**src/rtl/load_sequencer_pkg.sv**
```systemverilog
// Shared load-request codes and default sizing for the load sequencer and
// the downstream commutation FSM.
package load_sequencer_pkg;

  // Encoding must match the commutation FSM's desired_load input.
  localparam logic [1:0] LD_NUL = 2'b00;
  localparam logic [1:0] LD_A   = 2'b01;
  localparam logic [1:0] LD_B   = 2'b10;
  localparam logic [1:0] LD_C   = 2'b11;

  localparam int LS_CNT_W     = 12;
  localparam int LS_MIN_DWELL = 32;

endpackage

```
**src/rtl/load_sequencer_dwell_gate.sv**
```systemverilog
// Output register for the load request: every non-NUL value is held for at
// least MIN_DWELL cycles, except that nul_i forces NUL immediately.
module load_sequencer_dwell_gate
  import load_sequencer_pkg::*;
#(
  parameter int MIN_DWELL = LS_MIN_DWELL
) (
  input  logic       clk,
  input  logic       rst,
  input  logic [1:0] req_i,
  input  logic       nul_i,
  output logic [1:0] load_o,
  output logic       hold_o
);

  localparam int              DW_W   = $clog2(MIN_DWELL + 1);
  localparam logic [DW_W-1:0] DW_SAT = DW_W'(MIN_DWELL);
  localparam logic [DW_W-1:0] DW_OK  = DW_W'(MIN_DWELL - 1);

  logic [1:0]      load_q, load_d;
  logic [DW_W-1:0] dwell_q, dwell_d;

  always_comb begin
    // NOTE: every always_comb output gets a default first so no path leaves it unassigned (no latch).
    load_d = load_q;
    hold_o = 1'b0;
    if (nul_i) begin
      load_d = LD_NUL;
    end else if (req_i != load_q) begin
      if (dwell_q >= DW_OK) load_d = req_i;
      else                  hold_o = 1'b1;
    end
  end

  // Parking at NUL saturates the counter so the next phase is never delayed.
  always_comb begin
    if (load_d == LD_NUL)     dwell_d = DW_SAT;
    else if (load_d != load_q) dwell_d = '0;
    else if (dwell_q < DW_SAT) dwell_d = dwell_q + 1'b1;
    else                       dwell_d = dwell_q;
  end

  always_ff @(posedge clk or posedge rst) begin
    if (rst) begin
      load_q  <= LD_NUL;
      dwell_q <= DW_SAT;
    end else begin
      // NOTE: sequential state uses non-blocking assignments so all registers update together.
      load_q  <= load_d;
      dwell_q <= dwell_d;
    end
  end

  assign load_o = load_q;

endmodule

```
**src/rtl/load_sequencer.sv**
```systemverilog
// Carrier counter with double-buffered duties; emits the A/B/C (then C/B/A)
// load request stream, dwell-gated, for the commutation FSM.
module load_sequencer
  import load_sequencer_pkg::*;
#(
  parameter int CNT_W     = LS_CNT_W,
  parameter int MIN_DWELL = LS_MIN_DWELL
) (
  input  logic             clk,
  input  logic             rst,
  input  logic             en,
  input  logic [CNT_W-1:0] period,
  input  logic [CNT_W-1:0] duty_a,
  input  logic [CNT_W-1:0] duty_b,
  input  logic [CNT_W-1:0] duty_c,
  input  logic             duty_valid,
  output logic [1:0]       desired_load,
  output logic             period_start,
  output logic             duty_ack,
  output logic             dwell_hold,
  output logic             duty_err
);

  logic [CNT_W-1:0] sh_p_q, sh_a_q, sh_b_q, sh_c_q;
  logic [CNT_W-1:0] act_p_q, act_a_q, act_b_q, act_c_q;
  logic             sh_valid_q, sh_new_q, act_valid_q, hold_q;
  logic [CNT_W-1:0] cnt_q;
  logic             parity_q, running_q;
  logic             period_start_q, duty_ack_q, duty_err_q;

  logic [CNT_W+1:0] sh_sum;
  logic             sh_ok, period_end, start, transfer;
  logic [CNT_W:0]   cnt_x, first_end, second_end;
  logic [1:0]       req;

  assign sh_sum     = {2'b00, sh_a_q} + {2'b00, sh_b_q} + {2'b00, sh_c_q};
  assign sh_ok      = (sh_p_q != '0) && (sh_sum == {2'b00, sh_p_q});
  assign cnt_x      = {1'b0, cnt_q};
  assign period_end = running_q && ((cnt_x + 1'b1) >= {1'b0, act_p_q});
  assign start      = en && !running_q && sh_valid_q;
  // A shadow left over from an earlier start is reused on restart, not re-acked.
  assign transfer   = start || (en && period_end && sh_new_q);

  assign first_end  = parity_q ? {1'b0, act_c_q} : {1'b0, act_a_q};
  assign second_end = first_end + {1'b0, act_b_q};

  always_comb begin
    req = LD_NUL;
    if (running_q) begin
      if (hold_q)                  req = desired_load;
      else if (cnt_x < first_end)  req = parity_q ? LD_C : LD_A;
      else if (cnt_x < second_end) req = LD_B;
      else                         req = parity_q ? LD_A : LD_C;
    end
  end

  always_ff @(posedge clk or posedge rst) begin
    if (rst) begin
      sh_p_q         <= '0;
      sh_a_q         <= '0;
      sh_b_q         <= '0;
      sh_c_q         <= '0;
      act_p_q        <= '0;
      act_a_q        <= '0;
      act_b_q        <= '0;
      act_c_q        <= '0;
      sh_valid_q     <= 1'b0;
      sh_new_q       <= 1'b0;
      act_valid_q    <= 1'b0;
      hold_q         <= 1'b0;
      cnt_q          <= '0;
      parity_q       <= 1'b0;
      running_q      <= 1'b0;
      period_start_q <= 1'b0;
      duty_ack_q     <= 1'b0;
      duty_err_q     <= 1'b0;
    end else begin
      period_start_q <= 1'b0;
      duty_ack_q     <= 1'b0;

      if (duty_valid) begin
        sh_p_q     <= period;
        sh_a_q     <= duty_a;
        sh_b_q     <= duty_b;
        sh_c_q     <= duty_c;
        sh_valid_q <= 1'b1;
        sh_new_q   <= 1'b1;
      end else if (transfer) begin
        sh_new_q <= 1'b0;
      end

      if (!en) begin
        running_q <= 1'b0;
        cnt_q     <= '0;
        parity_q  <= 1'b0;
      end else if (start) begin
        running_q      <= 1'b1;
        cnt_q          <= '0;
        parity_q       <= 1'b0;
        period_start_q <= 1'b1;
      end else if (period_end) begin
        cnt_q          <= '0;
        parity_q       <= ~parity_q;
        period_start_q <= 1'b1;
      end else if (running_q) begin
        cnt_q <= cnt_q + 1'b1;
      end

      if (transfer) begin
        duty_ack_q <= sh_new_q;
        if (sh_ok) begin
          act_p_q     <= sh_p_q;
          act_a_q     <= sh_a_q;
          act_b_q     <= sh_b_q;
          act_c_q     <= sh_c_q;
          act_valid_q <= 1'b1;
          hold_q      <= 1'b0;
        end else begin
          duty_err_q <= 1'b1;
          if (!act_valid_q) begin
            act_p_q <= sh_p_q;
            hold_q  <= 1'b1;
          end
        end
      end
    end
  end

  load_sequencer_dwell_gate #(
    .MIN_DWELL (MIN_DWELL)
  ) u_dwell_gate (
    .clk    (clk),
    .rst    (rst),
    .req_i  (req),
    .nul_i  (!en),
    .load_o (desired_load),
    .hold_o (dwell_hold)
  );

  assign period_start = period_start_q;
  assign duty_ack     = duty_ack_q;
  assign duty_err     = duty_err_q;

endmodule
```
**config.mk**
```make
export PLATFORM = sky130hd
export DESIGN_NAME = load_sequencer
export DESIGN_NICKNAME = d
export VERILOG_FILES = /design/src/rtl/load_sequencer_pkg.sv /design/src/rtl/load_sequencer_dwell_gate.sv /design/src/rtl/load_sequencer.sv
export SDC_FILE = /design/constraint.sdc
export NUM_CORES = 1
export LEC_CHECK = 0
export ABC_AREA = 1
export CORE_ASPECT_RATIO = 0.9
export CORE_MARGIN = 2
export CORE_UTILIZATION = 40
export DETAILED_ROUTE_END_ITERATION = 10
export DONT_BUFFER_PORTS = 1
export PLACE_DENSITY = 0.59
export SYNTH_ARGS = -nofsm -noshare
export SYNTH_HDL_FRONTEND = slang
export SYNTH_SLANG_ARGS = --single-unit
```
**constraint.sdc**
```tcl
create_clock -name clk -period 11 [get_ports clk]
set_clock_uncertainty 0.15 [all_clocks]
set_input_delay 1.1 -clock clk [delete_from_list [all_inputs] [get_ports clk]]
set_output_delay 1.1 -clock clk [all_outputs]
set_load 0.03 [all_outputs]
```
== Word level (Yosys, flattened, before mapping) ==
Cells that the tools add are included.

* Register bits: 125
* Input bits: 52
* Logic and storage cells: 90

* Add/sub/neg operators: 6
* Order comparisons: 5
* Equality and inequality tests: 7
* Muxes and demuxes: 35
* Bitwise operators: 2
* Reductions and logical operators: 15

{| class="wikitable"
|+ Operator list
! operator !! count
|-
| two-way mux 12 bit || 7
|-
| adder 12 x 12 -> 13 bit || 2
|-
| two-way mux 2 bit || 9
|-
| two-way mux 6 bit || 3
|-
| two-way mux 1 bit || 16
|-
| adder 13 x 12 -> 14 bit || 1
|-
| == test 14 x 12 -> 1 bit || 1
|-
| adder 12 x 1 -> 13 bit, second input constant || 1
|-
| >= comparator 13 x 12 -> 1 bit || 1
|-
| less-than comparator 12 x 13 -> 1 bit || 1
|-
| adder 12 x 1 -> 12 bit, second input constant || 1
|-
| less-than comparator 12 bit || 1
|-
| nonzero test 12 bit || 1
|-
| adder 6 x 1 -> 6 bit, second input constant || 1
|-
| >= comparator 6 x 5 -> 1 bit, second input constant || 1
|-
| logical AND 1 bit || 6
|-
| less-than comparator 6 bit, second input constant || 1
|-
| AND reduction 2 bit || 3
|-
| inequality test 2 x 1 -> 1 bit, second input constant || 2
|-
| inequality test 2 bit || 2
|-
| inequality test 4 x 1 -> 1 bit, second input constant || 1
|-
| inequality test 3 x 1 -> 1 bit, second input constant || 1
|-
| nonzero test 3 bit || 1
|-
| zero test 2 bit || 1
|-
| 4 further kinds || 5
|}

== Depth between registers and ports, before layout ==
* Depth in word-level cells: 13
* Mapped depth: 30

== Modules after synthesis ==
A second synthesis with hierarchy kept.

* Cell total of the unflattened synthesis: 1,030
* Area total of the unflattened synthesis: 7,988.9 um^2

{| class="wikitable"
|+ By module, submodules not included
! module !! instances !! cells an instance !! area each (um^2) !! seq. area each (um^2)
|-
| load_sequencer || 1 || 954 || 7,397.1 || 2,927.8
|-
| load_sequencer_dwell_gate || 1 || 76 || 591.8 || 201.4
|}

== Least setup slack after synthesis ==
OpenSTA, ideal clock, no wires.

* Kind: register to output
* From: reg parity_q
* To: out dwell_hold
* Arrival: 3.705 ns
* Data required time: 9.750 ns
* Slack: 6.045 ns
* Stages on the path, launching flop included: 30
* Buffers on the path: 1
* Cells stage by stage: dfrtp_1 inv_1 clkbuf_1 or2_2 o21ai_0 inv_1 ha_1 inv_1 o21ai_0 a31oi_1 nand2_1 nand2_1 nand2_1 a21o_1 a21oi_1 nor2_1 nor2_1 xor2_1 ha_1 nand2_1 nor3_1 nand2_1 nand3_1 nand3_1 nand3_1 nand2_1 xor2_1 nand2_1 o21ai_0 inv_1

* Longest elaborated chain between the ends: 10
* Elaborated cells on any way between the ends: 13
* Those cells by class: add/sub (1); order compare (2); eq/ne (1); mux (9)

{| class="wikitable"
|+ RTL lines
! item !! line !! text
|-
| start, declared || load_sequencer.sv:28 || <nowiki>logic parity_q, running_q;</nowiki>
|-
| start signal, assigned || load_sequencer.sv:103 || <nowiki>parity_q <= ~parity_q;</nowiki>
|-
| two-way mux 12 bit || load_sequencer.sv:44 || <nowiki>assign first_end = parity_q ? {1'b0, act_c_q} : {1'b0, act_a_q};</nowiki>
|-
| adder 12 x 12 -> 13 bit || load_sequencer.sv:45 || <nowiki>assign second_end = first_end + {1'b0, act_b_q};</nowiki>
|-
| less-than comparator 12 x 13 -> 1 bit || load_sequencer.sv:52 || <nowiki>else if (cnt_x < second_end) req = LD_B;</nowiki>
|-
| two-way mux 2 bit || load_sequencer.sv:52 ||
|-
| two-way mux 2 bit (*) || load_sequencer.sv:51 || <nowiki>else if (cnt_x < first_end) req = parity_q ? LD_C : LD_A;</nowiki>
|-
| two-way mux 2 bit (*) || load_sequencer.sv:50 || <nowiki>if (hold_q) req = desired_load;</nowiki>
|-
| two-way mux 2 bit (*) || load_sequencer.sv:49 || <nowiki>if (running_q) begin</nowiki>
|-
| inequality test 2 bit (*) || load_sequencer_dwell_gate.sv:29 || <nowiki>end else if (req_i != load_q) begin</nowiki>
|-
| two-way mux 1 bit (*) || load_sequencer_dwell_gate.sv:29 ||
|-
| two-way mux 1 bit (*) || load_sequencer_dwell_gate.sv:27 || <nowiki>if (nul_i) begin</nowiki>
|-
| end, declared || load_sequencer.sv:20 || <nowiki>output logic dwell_hold,</nowiki>
|}

Mark *: on every way between the ends. The rest lies on a longest branch, timed or not.

== Final worst setup path ==
Same ends and word-level chain as after synthesis.

==> results <==
- For the pin with the worst max-slew slack, the measured transition is around 1.1 ns.
- The Yosys warning count is 0.
- The proportion of synthesized flip-flops having asynchronous set or reset is 1.000.
- Among all flip-flop cells after synthesis, the most frequent one is dfrtp_1.
- The final number of max-transition violations is 0.
- The clock tree from TritonCTS is yes.
- The post-CTS setup repair buffer count is 0.
- The main combinational cell family by area after synthesis is simple AND/OR/NAND/NOR gates.
- The number of hold-repair buffers added at the cts stage is 0.
- The share of synthesized cell area in full adder, half adder and majority cells is 0.1253.
- Of the total synthesized cell area, the portion taken by AND, OR, NAND and NOR gates is 0.3155.
- The clock latency on the worst-skew pair is around 0.43 ns.
- The endpoint of the worst hold-timing path is act_a_q[8].
- Detailed placement finished with a half-perimeter wire length of about 15000 um.
- 58 I/O pins were placed.
- The number of synthesized register bits is between 100 and 150.
- The overall via count from detail_route is approximately 6700.
- The number of endpoints with negative hold slack in the final report is 0.
- The worst path in the final design needs a cycle of 6.057 ns, including I/O delays and setup.
- Of the synthesized area, sequential elements account for 0.3851.
- Clock tree synthesis selected as its root buffer the cell clkbuf_16.
- The number of diodes added for antenna fixing is 0.
- Measured along the y axis, the die boundary spans approximately 140 um.
- For the worst setup path, the data required time is ~10 ns.
- The count of max-cap constraint violations is 0.
- The initial utilization of the core area, before any placement, comes to 0.4078.
- STA puts the critical path data arrival time at slightly below 5 ns.
- Wires add up to 20230 um.
- Counting every net in the synthesized netlist gives ~1200.
- The count of flip-flops with a built-in enable after synthesis is 0.
- The number of vias per cell is 5.091.
- The portion of netlist area occupied by mux cells is 0.001232.
- Setup repair after global routing left no endpoint under its margin.
- Counting every sink on the clock net gives between 100 and 150.
- The worst setup path is of the reg2out kind.
- The post-synthesis cell type count is 42.
- The maximum buffer depth of the clock tree is 2.
- The standard cell core area is roughly 20000 sq um.
- The XOR/XNOR share of the synthesized area is 0.03018.
- Dividing the synthesized area by the synthesized cell count gives 7.622 sq um.
- The count of TritonRoute iterations in the first routing pass is 5.
- For this run, design rule violations remaining after detail routing come to 0.
- The count of mapped cells out of synthesis is approximately 1100.
- The final setup TNS is 0 ns.
- For this run, the slowest stage of the critical path takes 0.60 ns.
- The mapped netlist covers between 8000 and 9000 sq um.
- The number of I/O port buffers is 0.
- The run finished with clean final reports.
- The cell with the largest stage delay on the worst path is dfrtp_1.
- The die covers around 21000 sq um.
- For this block, the initial DRC count from the detailed router was ~340.
- The start point of the worst min-delay path is act_a_q[8].
- The clock-pin slew on the worst setup and hold paths is roughly 0.06 ns.
- The sort of element at the start of the critical path is a flop.
- Counting the buffers created by CTS gives 17.
- The initial antenna violation count was 0.
- The worst reg2reg path depth is 29.
- Post-CTS repair changed the size of 0 cells.
- Relative to the synthesized area, the layout overhead comes to 9.301%.
- The number of levels the H-tree was split into is 4.
- Static timing analysis puts the maximum clock frequency at roughly 0.17 GHz.
- Routability-driven placement finished with a final weighted congestion of 0.8687.
- The worst reg2reg path endpoint is u_dwell_gate.dwell_q[1].
- The first global-routing pass estimated roughly 33000 um of wire.
- The antenna violation net count after detailed routing is 0.
- The final routed wire length divided by cell count is ~15 um.
- The hold path depth is 2.
- The ratio of final minimum period to clock period is 0.5507.
- The endpoint type of the worst setup path is a primary output.
- The total power draw is approximately 1.4 mW.
- The via count of the first global-routing pass is around 6300.
- In this run the critical register-to-register path is launched from parity_q.
- The largest net degree at the start of global routing is 69.
- Power spread over the standard cell area amounts to roughly 160 nW/um^2.
- In this run the tightest slew margin relative to its limit is 0.2439.
- Global routing finished with a remaining overflow of 0.
- The largest vdd supply drop is roughly 90 uV.
- The worst register-to-register path has a setup slack of ~6.2 ns.
- The area fraction in compound gates after synthesis came to 0.06206.
- The library cell appearing most often on the critical path is nand2_1.
- Along the worst path, the maximum fanout reaches 16.
- The number of cell rows is 49.
- In the global route stage, overall resource usage came out at 0.1962.
- The net count of the finished layout is ~1200.
- The class of the tightest hold or removal check is reg2reg.
- The proportion of layout cells with a drive suffix above 1 is 0.06086.
- The number of setup violations in the final report is 0.
- For this design the static power due to leakage is roughly 4.8 nW.
- The die extent in x is ~150 um.
power by group:
| group | total (mW) | internal, mW | switching (mW) | leakage [nW] |
|---|---|---|---|---|
| Combinational | 0.364 | 0.128 | 0.237 | 2.89 |
| Clock | 0.554 | 0.318 | 0.236 | 0.271 |
| Sequential | 0.524 | 0.486 | 0.0377 | 1.63 |
| Total | 1.44 | 0.932 | 0.511 | 4.79 |
sequential cells by signal, indices dropped and copies added, names as in the netlist, 2 cells and up:
| register | cells |
|---|---|
| sh_p_q | 12 |
| act_p_q | 12 |
| act_c_q | 12 |
| act_b_q | 12 |
| sh_a_q | 12 |
| act_a_q | 12 |
| sh_c_q | 12 |
| cnt_q | 12 |
| sh_b_q | 12 |
| u_dwell_gate.load_o | 2 |
| u_dwell_gate.dwell_q | 6 |
worst max-delay path, delay by kind of cell (launching register included):
family,cells,cell delay (ns)
and+or+nand+nor,14,1.52
AOI/OAI and AO/OA,6,0.82
adders and majority gates,2,0.62
buffers and inverters,4,0.60
DFF,1,0.60
xor gates and xnor gates,2,0.23
layer usage:
metal  up-vias  wire (um)  GRT usage
li1       3462          -          -
met2       129       8887     0.2986
met5         -          0          0
met4         0        261    0.05165
met3        14        652    0.03488
met1      3130      10430     0.2889
cells in the mapped netlist (6+ instances only):
library cell  number  area, sq um
nand2_1          346         1299
xnor2_1            6        52.55
xor2_1            22        192.7
o21ai_0           53        265.3
nor3_1            10        50.05
fa_1              14        280.3
nor2_1            53        198.9
nand4_1           54        337.8
nand3_1           91        455.4
inv_1            125        469.2
clkbuf_1          21        78.83
a21oi_1           26        130.1
dfrtp_1          124         3103
ha_1              59        738.2
or2_2             12        75.07
area by class of cell:
| cell class | instances | area [sq um] |
|---|---|---|
| tap | 255 | 319.1 |
| inverter | 130 | 490.5 |
| fill | 2012 | 11040 |
| multi-input combinational | 778 | 4344 |
| timing repair buffer | 3 | 22.52 |
| sequential | 125 | 3129 |
| clock buffer | 17 | 425.4 |
| clock inverter | 15 | 150.1 |
worst max-delay path by stage:
| stage | from | end | slack, ns |
|---|---|---|---|
| 2_1_floorplan | parity_q | dwell_hold | 6.04 |
| 3_3_place_gp | parity_q | dwell_hold | 5.51 |
| 3_5_place_dp | parity_q | dwell_hold | 5.37 |
| 4_1_cts | parity_q | dwell_hold | 4.92 |
| 5_1_grt | parity_q | dwell_hold | 4.39 |
| 6_report | parity_q | dwell_hold | 4.94 |
cells by family after synthesis:
family | after synthesis
AO/OA/AOI/OAI | 94
multiplexers | 1
XOR/XNOR | 28
flip-flops | 125
adder cells (fa/ha/maj) | 73
buffers and inverters | 163
AND/OR/NAND/NOR | 582
cell usage in the layout (no fill, tap or decap), types with 2 or more instances in the layout:
cell	count
nor3_1	10
ha_1	59
xnor2_1	6
a21o_1	3
xor2_1	22
nand4_1	54
clkinvlp_4	4
inv_6	8
nor2_1	53
nand2_2	4
nand3b_1	3
inv_1	124
fa_1	14
nand3_1	91
o21ai_0	53
a31oi_1	4
clkbuf_16	17
buf_4	3
inv_2	4
dfrtp_1	124
a21oi_1	26
nand3_2	2
a21oi_2	2
and2_1	2
or2_2	12
nand2_1	345
metrics by stage:
| stage | instances | area, sq um | setup slack [ns] | utilization | hold WS (ns) |
|---|---|---|---|---|---|
| 2_1_floorplan | 1066 | 8125 | 6.045 | - | 0.2845 |
| 3_3_place_gp | 1291 | 8305 | 5.513 | 0.4168 | 0.3024 |
| 3_5_place_dp | 1291 | 8305 | 5.372 | 0.4168 | 0.3070 |
| 4_1_cts | 1323 | 8881 | 4.921 | 0.4457 | 0.3209 |
| 5_1_grt | 1323 | 8881 | 4.386 | 0.4457 | 0.3446 |
| 6_report | 1323 | 8881 | 4.943 | 0.4457 | 0.3163 |
No activity file was read; power rests on OpenSTA's default activity.
